--- config.mk ---
export PLATFORM = sky130hd
export DESIGN_NAME = wb_hyperram_arbiter
export DESIGN_NICKNAME = d
export VERILOG_FILES = /design/src/rtl/wb_hyperram_arbiter.sv
export SDC_FILE = /design/constraint.sdc
export NUM_CORES = 1
export LEC_CHECK = 0
export ABC_CLOCK_PERIOD_IN_PS = 2200
export CAP_MARGIN = 10
export CORE_AREA = 2 2 123 125
export DETAILED_ROUTE_END_ITERATION = 16
export DIE_AREA = 0 0 125 127
export PLACE_DENSITY = 0.7
export SYNTH_ARGS = -nofsm -noshare
export SYNTH_HDL_FRONTEND = slang
export SYNTH_SLANG_ARGS = --single-unit
--- constraint.sdc ---
create_clock -name wb_clk_i -period 2.2 [get_ports wb_clk_i]
set_input_delay 0.33 -clock wb_clk_i [delete_from_list [all_inputs] [get_ports wb_clk_i]]
set_output_delay 0.33 -clock wb_clk_i [all_outputs]
set_load 0.02 [all_outputs]
--- src/rtl/wb_hyperram_arbiter.sv ---
// Two-master round-robin Wishbone arbiter in front of wb_hyperram.
// One classic-cycle transfer per grant, with a per-transfer watchdog.
module wb_hyperram_arbiter #(
    parameter int TIMEOUT_CYCLES = 255,
    parameter int CNT_W          = 16
) (
    input  logic        wb_clk_i,
    input  logic        wb_rstn_i,
    input  logic        m0_cyc_i,
    input  logic        m0_stb_i,
    input  logic        m0_we_i,
    input  logic [3:0]  m0_sel_i,
    input  logic [31:0] m0_adr_i,
    input  logic [31:0] m0_dat_i,
    output logic [31:0] m0_dat_o,
    output logic        m0_ack_o,
    output logic        m0_err_o,
    input  logic        m1_cyc_i,
    input  logic        m1_stb_i,
    input  logic        m1_we_i,
    input  logic [3:0]  m1_sel_i,
    input  logic [31:0] m1_adr_i,
    input  logic [31:0] m1_dat_i,
    output logic [31:0] m1_dat_o,
    output logic        m1_ack_o,
    output logic        m1_err_o,
    output logic        s_cyc_o,
    output logic        s_stb_o,
    output logic        s_we_o,
    output logic [3:0]  s_sel_o,
    output logic [31:0] s_adr_o,
    output logic [31:0] s_dat_o,
    input  logic [31:0] s_dat_i,
    input  logic        s_ack_i,
    output logic [1:0]  grant_o,
    output logic        timeout_o
);

    typedef enum logic {IDLE, GRANT} state_t;

    // Expiry fires in the TIMEOUT_CYCLES-th GRANT cycle (counter starts at 0).
    localparam logic [CNT_W-1:0] CNT_LAST =
        CNT_W'((TIMEOUT_CYCLES > 0) ? TIMEOUT_CYCLES - 1 : 0);
    localparam logic WD_ON = (TIMEOUT_CYCLES != 0);

    state_t           state;
    logic [1:0]       grant_q;
    logic             last_grant;
    logic [CNT_W-1:0] cnt;

    logic req0, req1, own1, in_grant, own_req;
    logic expire, done_ack, expire_err;

    assign req0       = m0_cyc_i & m0_stb_i;
    assign req1       = m1_cyc_i & m1_stb_i;
    assign own1       = grant_q[1];
    assign in_grant   = (state == GRANT);
    assign own_req    = in_grant & (own1 ? req1 : req0);
    assign expire     = WD_ON & (cnt == CNT_LAST);
    assign done_ack   = own_req & s_ack_i;
    assign expire_err = own_req & ~s_ack_i & expire;

    assign s_cyc_o = own_req & ~expire_err;
    assign s_stb_o = own_req & ~expire_err;
    assign s_we_o  = in_grant & (own1 ? m1_we_i : m0_we_i);
    assign s_sel_o = in_grant ? (own1 ? m1_sel_i : m0_sel_i) : 4'h0;
    assign s_adr_o = in_grant ? (own1 ? m1_adr_i : m0_adr_i) : 32'h0;
    assign s_dat_o = in_grant ? (own1 ? m1_dat_i : m0_dat_i) : 32'h0;

    assign m0_ack_o  = done_ack & ~own1;
    assign m1_ack_o  = done_ack & own1;
    assign m0_err_o  = expire_err & ~own1;
    assign m1_err_o  = expire_err & own1;
    assign m0_dat_o  = (in_grant & ~own1) ? s_dat_i : 32'h0;
    assign m1_dat_o  = (in_grant & own1) ? s_dat_i : 32'h0;
    assign timeout_o = expire_err;
    assign grant_o   = grant_q;

    // Arbitration FSM: pick an owner in IDLE, release it after one transfer.
    always_ff @(posedge wb_clk_i or negedge wb_rstn_i) begin
        if (!wb_rstn_i) begin
            state      <= IDLE;
            grant_q    <= 2'b00;
            last_grant <= 1'b1;
            cnt        <= '0;
        end else begin
            case (state)
                IDLE: begin
                    cnt <= '0;
                    unique case (1'b1)
                        (req0 & req1): begin
                            state   <= GRANT;
                            grant_q <= last_grant ? 2'b01 : 2'b10;
                        end
                        (req0 & ~req1): begin
                            state   <= GRANT;
                            grant_q <= 2'b01;
                        end
                        (~req0 & req1): begin
                            state   <= GRANT;
                            grant_q <= 2'b10;
                        end
                        default: grant_q <= 2'b00;
                    endcase
                end
                GRANT: begin
                    if (~own_req | done_ack | expire_err) begin
                        state      <= IDLE;
                        grant_q    <= 2'b00;
                        last_grant <= own1;
                        cnt        <= '0;
                    end else begin
                        cnt <= cnt + 1'b1;
                    end
                end
                default: begin
                    state   <= IDLE;
                    grant_q <= 2'b00;
                end
            endcase
        end
    end

endmodule

### Yosys cells after proc, flatten, opt, wreduce, memory -nomap -nowiden

Index checks and enable logic that the tools add are counted.
W data, S select, Z words.

| word-level totals | value |
|---|---|
| register bits | 20 |
| output and inout bits | 142 |
| word-level logic and storage cells | 54 |
| input port bits | 177 |

| cells by class | value |
|---|---|
| reductions and logical operators | 2 |
| $add $sub $neg | 1 |
| bitwise operators | 26 |
| equality and inequality tests | 2 |
| multiplexer cells | 19 |

Operators by type and width:

| cell | count |
|---|---|
| $mux W32 | 6 |
| $pmux W16 S2 | 1 |
| $and A1 B1 Y1 | 17 |
| $add A16 B1 Y16 const B | 1 |
| $eq A16 B8 Y1 const B | 1 |
| $mux W16 | 1 |
| $mux W4 | 2 |
| $not A1 Y1 | 7 |
| $pmux W2 S3 | 1 |
| $mux W1 | 4 |
| $mux W2 | 2 |
| $pmux W2 S2 | 1 |
| $reduce_or A3 Y1 | 1 |
| $ne A2 B1 Y1 const B | 1 |
| $or A1 B1 Y1 | 2 |
| $pmux W1 S2 | 1 |
| $reduce_and A2 Y1 | 1 |

### Depth between registers and ports, before layout

| depth | value |
|---|---|
| word-level depth | 8 |
| depth in mapped cells | 7 |

### Worst setup path after synthesis

Ideal clock, no wire load.

| path | value |
|---|---|
| kind | reg2out |
| from | register grant_q[1] (netlist: grant_o[1]) |
| to | output port s_stb_o |
| arrival time | 1.835 ns |
| data required time | 1.870 ns |
| stages on the path, launching flop included | 6 |
| setup slack | 0.035 ns |
| path through | dfrtp_1 -> buf_2 -> o31ai_4 -> nor3b_2 -> nor2b_1 -> buf_4 |

| on the way | value |
|---|---|
| cells in the longest elaborated chain, start to end | 6 |

Ends and longest elaborated chain:

| item | line | text |
|---|---|---|
| from (decl) | 47 | `logic [1:0] grant_q;` |
| from (signal assigned) | 93 | `grant_q <= last_grant ? 2'b01 : 2'b10;` |
| $mux W1 | 58 | `assign own_req = in_grant & (own1 ? req1 : req0);` |
| $and A1 B1 Y1 | 58 |  |
| $and A1 B1 Y1 (2 in series) | 61 | `assign expire_err = own_req & ~s_ack_i & expire;` |
| net timeout_o | 36 | `output logic timeout_o` |
| $not A1 Y1 | n/a |  |
| $and A1 B1 Y1 | n/a |  |
| to (decl) | 28 | `output logic s_stb_o,` |

The timed path passes the listed nets, and every way through them passes these cells.

### Final worst setup path

| path | value |
|---|---|
| from | register cnt[0] |
| to | output port m0_err_o |

| on the way | value |
|---|---|
| cells in the longest elaborated chain, start to end | 3 |

Ends and longest elaborated chain:

| item | line | text |
|---|---|---|
| from (decl) | 49 | `logic [CNT_W-1:0] cnt;` |
| from (signal assigned) | 113 | `cnt <= cnt + 1'b1;` |
| $eq A16 B8 Y1 | 59 | `assign expire = WD_ON & (cnt == CNT_LAST);` |
| $and A1 B1 Y1 | 61 |  |
| $and A1 B1 Y1 | 72 | `assign m0_err_o = expire_err & ~own1;` |
| to (decl) | 17 | `output logic m0_err_o,` |

Every way passes these cells.

==> impl_metrics.yaml <==
critical_path:
  crit_path_start_kind: "flop"
  critPathKind: "flop to output port"
  crit_arrival_ps: 1810
  crit_required_ps: 1870
  slowest_delay_ps: 370
  path_buf_inv: 3
  critPathMaxFanout: 3
  path_delay_family: "simple AND/OR/NAND/NOR gates"
  end_kind: "output port"
  crit_slowest_cell: "dfrtp_1"
  path_cells: "inv_1, ha_1, nor4b_4, nand4b_4, nor3b_4, buf_4, and2_4, buf_6"
floorplanning:
  core_mm2: 0.0144
  initial_core_util: 0.178
  fp-row-count: 44
  dieWidth_um: 125
  die_h_um: 127
  dieArea_mm2: 0.0159
  ioPinCount: 319
yosys:
  synth_top_family_by_area: "simple AND/OR/NAND/NOR gates"
  synth-xor-area-share: 0.0477
  synthCells: 340
  synth_fp_nets: 519
  ys_seq_elements: 20
  seq_area_frac_synth: 0.195
  synth-async-reset-ratio: 1.00
  synth_area_per_cell_um2: 7.56
  synth.cell_area_mm2: 0.00257
  synth_compound_area_frac: 0.0200
  ys_warn_count: 0
  ys.flop_type: "dfrtp_1"
  synth-edff-count: 0
  yosysUniqueCellTypes: 33
  muxShareOfSynthArea: 0.273
  synth_fa_ha_area_frac: 0.00974
  synthSimpleGateAreaFrac: 0.390
route:
  wl_per_cell_um: 15.8
  via_per_inst: 4.25
  dr.first_iter.drc_count: 118
  drc: 0
  postRouteAntennaNets: 0
  drt_first_pass_iters: 4
  wl_um: 13500
  num_vias: 3614
grt:
  grt_max_degree: 59
  busiest_layer: "met2"
  grt_util_met3: 0.0557
  met1_usage: 0.183
  use_met2: 0.281
  grt_pass1_vias: 3609
  antenna_found_initial: 0
  gr-total-overflow: 0
  grt_first_pass_wirelength_um: 20000
  grtUsageTotal: 0.155
sta:
  maxSlewHeadroom: 0.801
  hold_viol_final: 0
  fmax_mhz: 466
  finalSetupViolations: 0
  slew_viol_final: 0
  max_slew.worst_pin.slew_ps: 290
  min_period_ps: 2140
  min_period_over_period: 0.975
  rsz0062_at_grt: "true"
  skew_ps: 0.801
  finalSetupTns_ps: 0
clock_network:
  clkSinkCount: 20
  clockBufferDepth: 2
  path_clk_slew_ps: 50
  cts_buffers: 3
  clk_latency_ps: 250
  cts_tree: "built"
  root_buffer: "clkbuf_16"
  cts.htree.levels: 1
layout:
  layout_common_cells: "192 x clkdlybuf4s50_1, 104 x dlygate4sd2_1, 92 x nor2_1"
  layout_commonest_cell: "clkdlybuf4s50_1"
  fin_util: 0.432
  syn_to_final_growth_pct: 143
  fin_cells: 851
  antenna_cells: 0
  drive_above_1_share: 0.0885
  fill_cells: 1498
  final_nets: 847
power:
  p_leak_nw: 3.32
  irDropWorstVdd_v: 0.000434
  power_density_mw_per_mm2: 341
placed_design:
  dp_cells: 843
  place.gp.congestion: 0.766
  io_buffer_count: 318
  dp_hpwl_um: 10900
job:
  maxCapViolations: 0
worst_hold_path:
  hp-class: "primary input to async pin"
outcome:
  status: "completed"
==> registers in the layout, indices dropped and copies added (netlist names) <==
name	count
cnt	16
grant_o	2
in_grant	1
last_grant	1
==> power by group <==
part,switching (mW),internal (mW)
Combinational,0.650,0.682
Clock,0.127,0.277
Sequential,0.00902,0.381
==> worst reg2reg max path, cell delays in order, from the launching register on <==
cell,delay [ps]
dfrtp_1,370
inv_1,60
ha_1,140
nor4b_4,230
nand4b_4,150
buf_4,160
buf_4,130
a31oi_1,180
mux2_1,340
==> cell usage after synthesis, drive strengths merged, types with 2 or more instances <==
master | number | area share
nand4 | 4 | 0.016
nand2 | 10 | 0.015
nand3 | 6 | 0.017
nor4 | 4 | 0.0097
buf | 14 | 0.029
dfrtp | 19 | 0.19
nor2 | 92 | 0.13
and3 | 64 | 0.16
nor3 | 4 | 0.0078
xnor2 | 13 | 0.044
clkbuf | 17 | 0.025
mux2i | 69 | 0.27
inv | 7 | 0.010
and2 | 2 | 0.0049
ha | 2 | 0.0097
==> worst paths after layout <==
kind                                   from                     end  slack, ps  depth (start not counted)
max                        cnt[0]$_DFF_PN0_                m0_err_o         60                          8
min                               wb_rstn_i       cnt[10]$_DFF_PN0_        420                          2
max reg2reg                cnt[0]$_DFF_PN0_  last_grant$_DFFE_PN1P_        360                          8
min reg2reg                cnt[1]$_DFF_PN0_        cnt[1]$_DFF_PN0_        540                          2
max in group asynchronous         wb_rstn_i  last_grant$_DFFE_PN1P_       1510                          2
min in group wb_clk_i      cnt[1]$_DFF_PN0_        cnt[1]$_DFF_PN0_        540                          2
==> metal layers <==
layer,up-vias,wire length [um],share of wire
li1,1823,-,-
met1,1620,5280,0.39
met2,161,6770,0.50
met3,10,1270,0.094
met4,0,166,0.012
met5,-,0,0
==> metrics by stage <==
step | hold slack [ps] | total power, mW | worst slack, ps | area, um2
after global placement | 528 | 1.82 | -251 | 6160
after detailed placement | 537 | 1.83 | -297 | 6160
final | 422 | 2.13 | 55.4 | 6230
after CTS | 427 | 2.15 | 0.557 | 6170
after global routing | 463 | 2.26 | -80.5 | 6230
after floorplan | 34.4 | 0.993 | 34.9 | 2570
==> layout make-up <==
| cell class | instances | area, um2 | share of cell area |
|---|---|---|---|
| Tap cell | 184 | 230 | 0.0369 |
| Inverter | 7 | 26.3 | 0.00422 |
| Sequential cell | 20 | 505 | 0.0811 |
| Multi-Input combinational cell | 282 | 1920 | 0.308 |
| Timing Repair Buffer | 354 | 3460 | 0.555 |
| Clock buffer | 4 | 88.8 | 0.0143 |
==> cell families after synthesis <==
| group | after synthesis |
|---|---|
| AOI/OAI and AO/OA | 5 |
| xor gates and xnor gates | 14 |
| adders and majority gates | 2 |
| buffers and inverters | 38 |
| DFF | 20 |
| muxes | 70 |
| and+or+nand+nor | 191 |
==> timing repair <==
action                                 in CTS  in global routing
pin swaps                                   2                  2
hold buffers                                0                  0
endpoints found under the hold margin       0                  0
setup buffers                               2                  1
gates cloned                                1                  0
setup endpoints to repair                 109                 25
resized for setup                         118                 31
(Power assumes the default switching activity.)
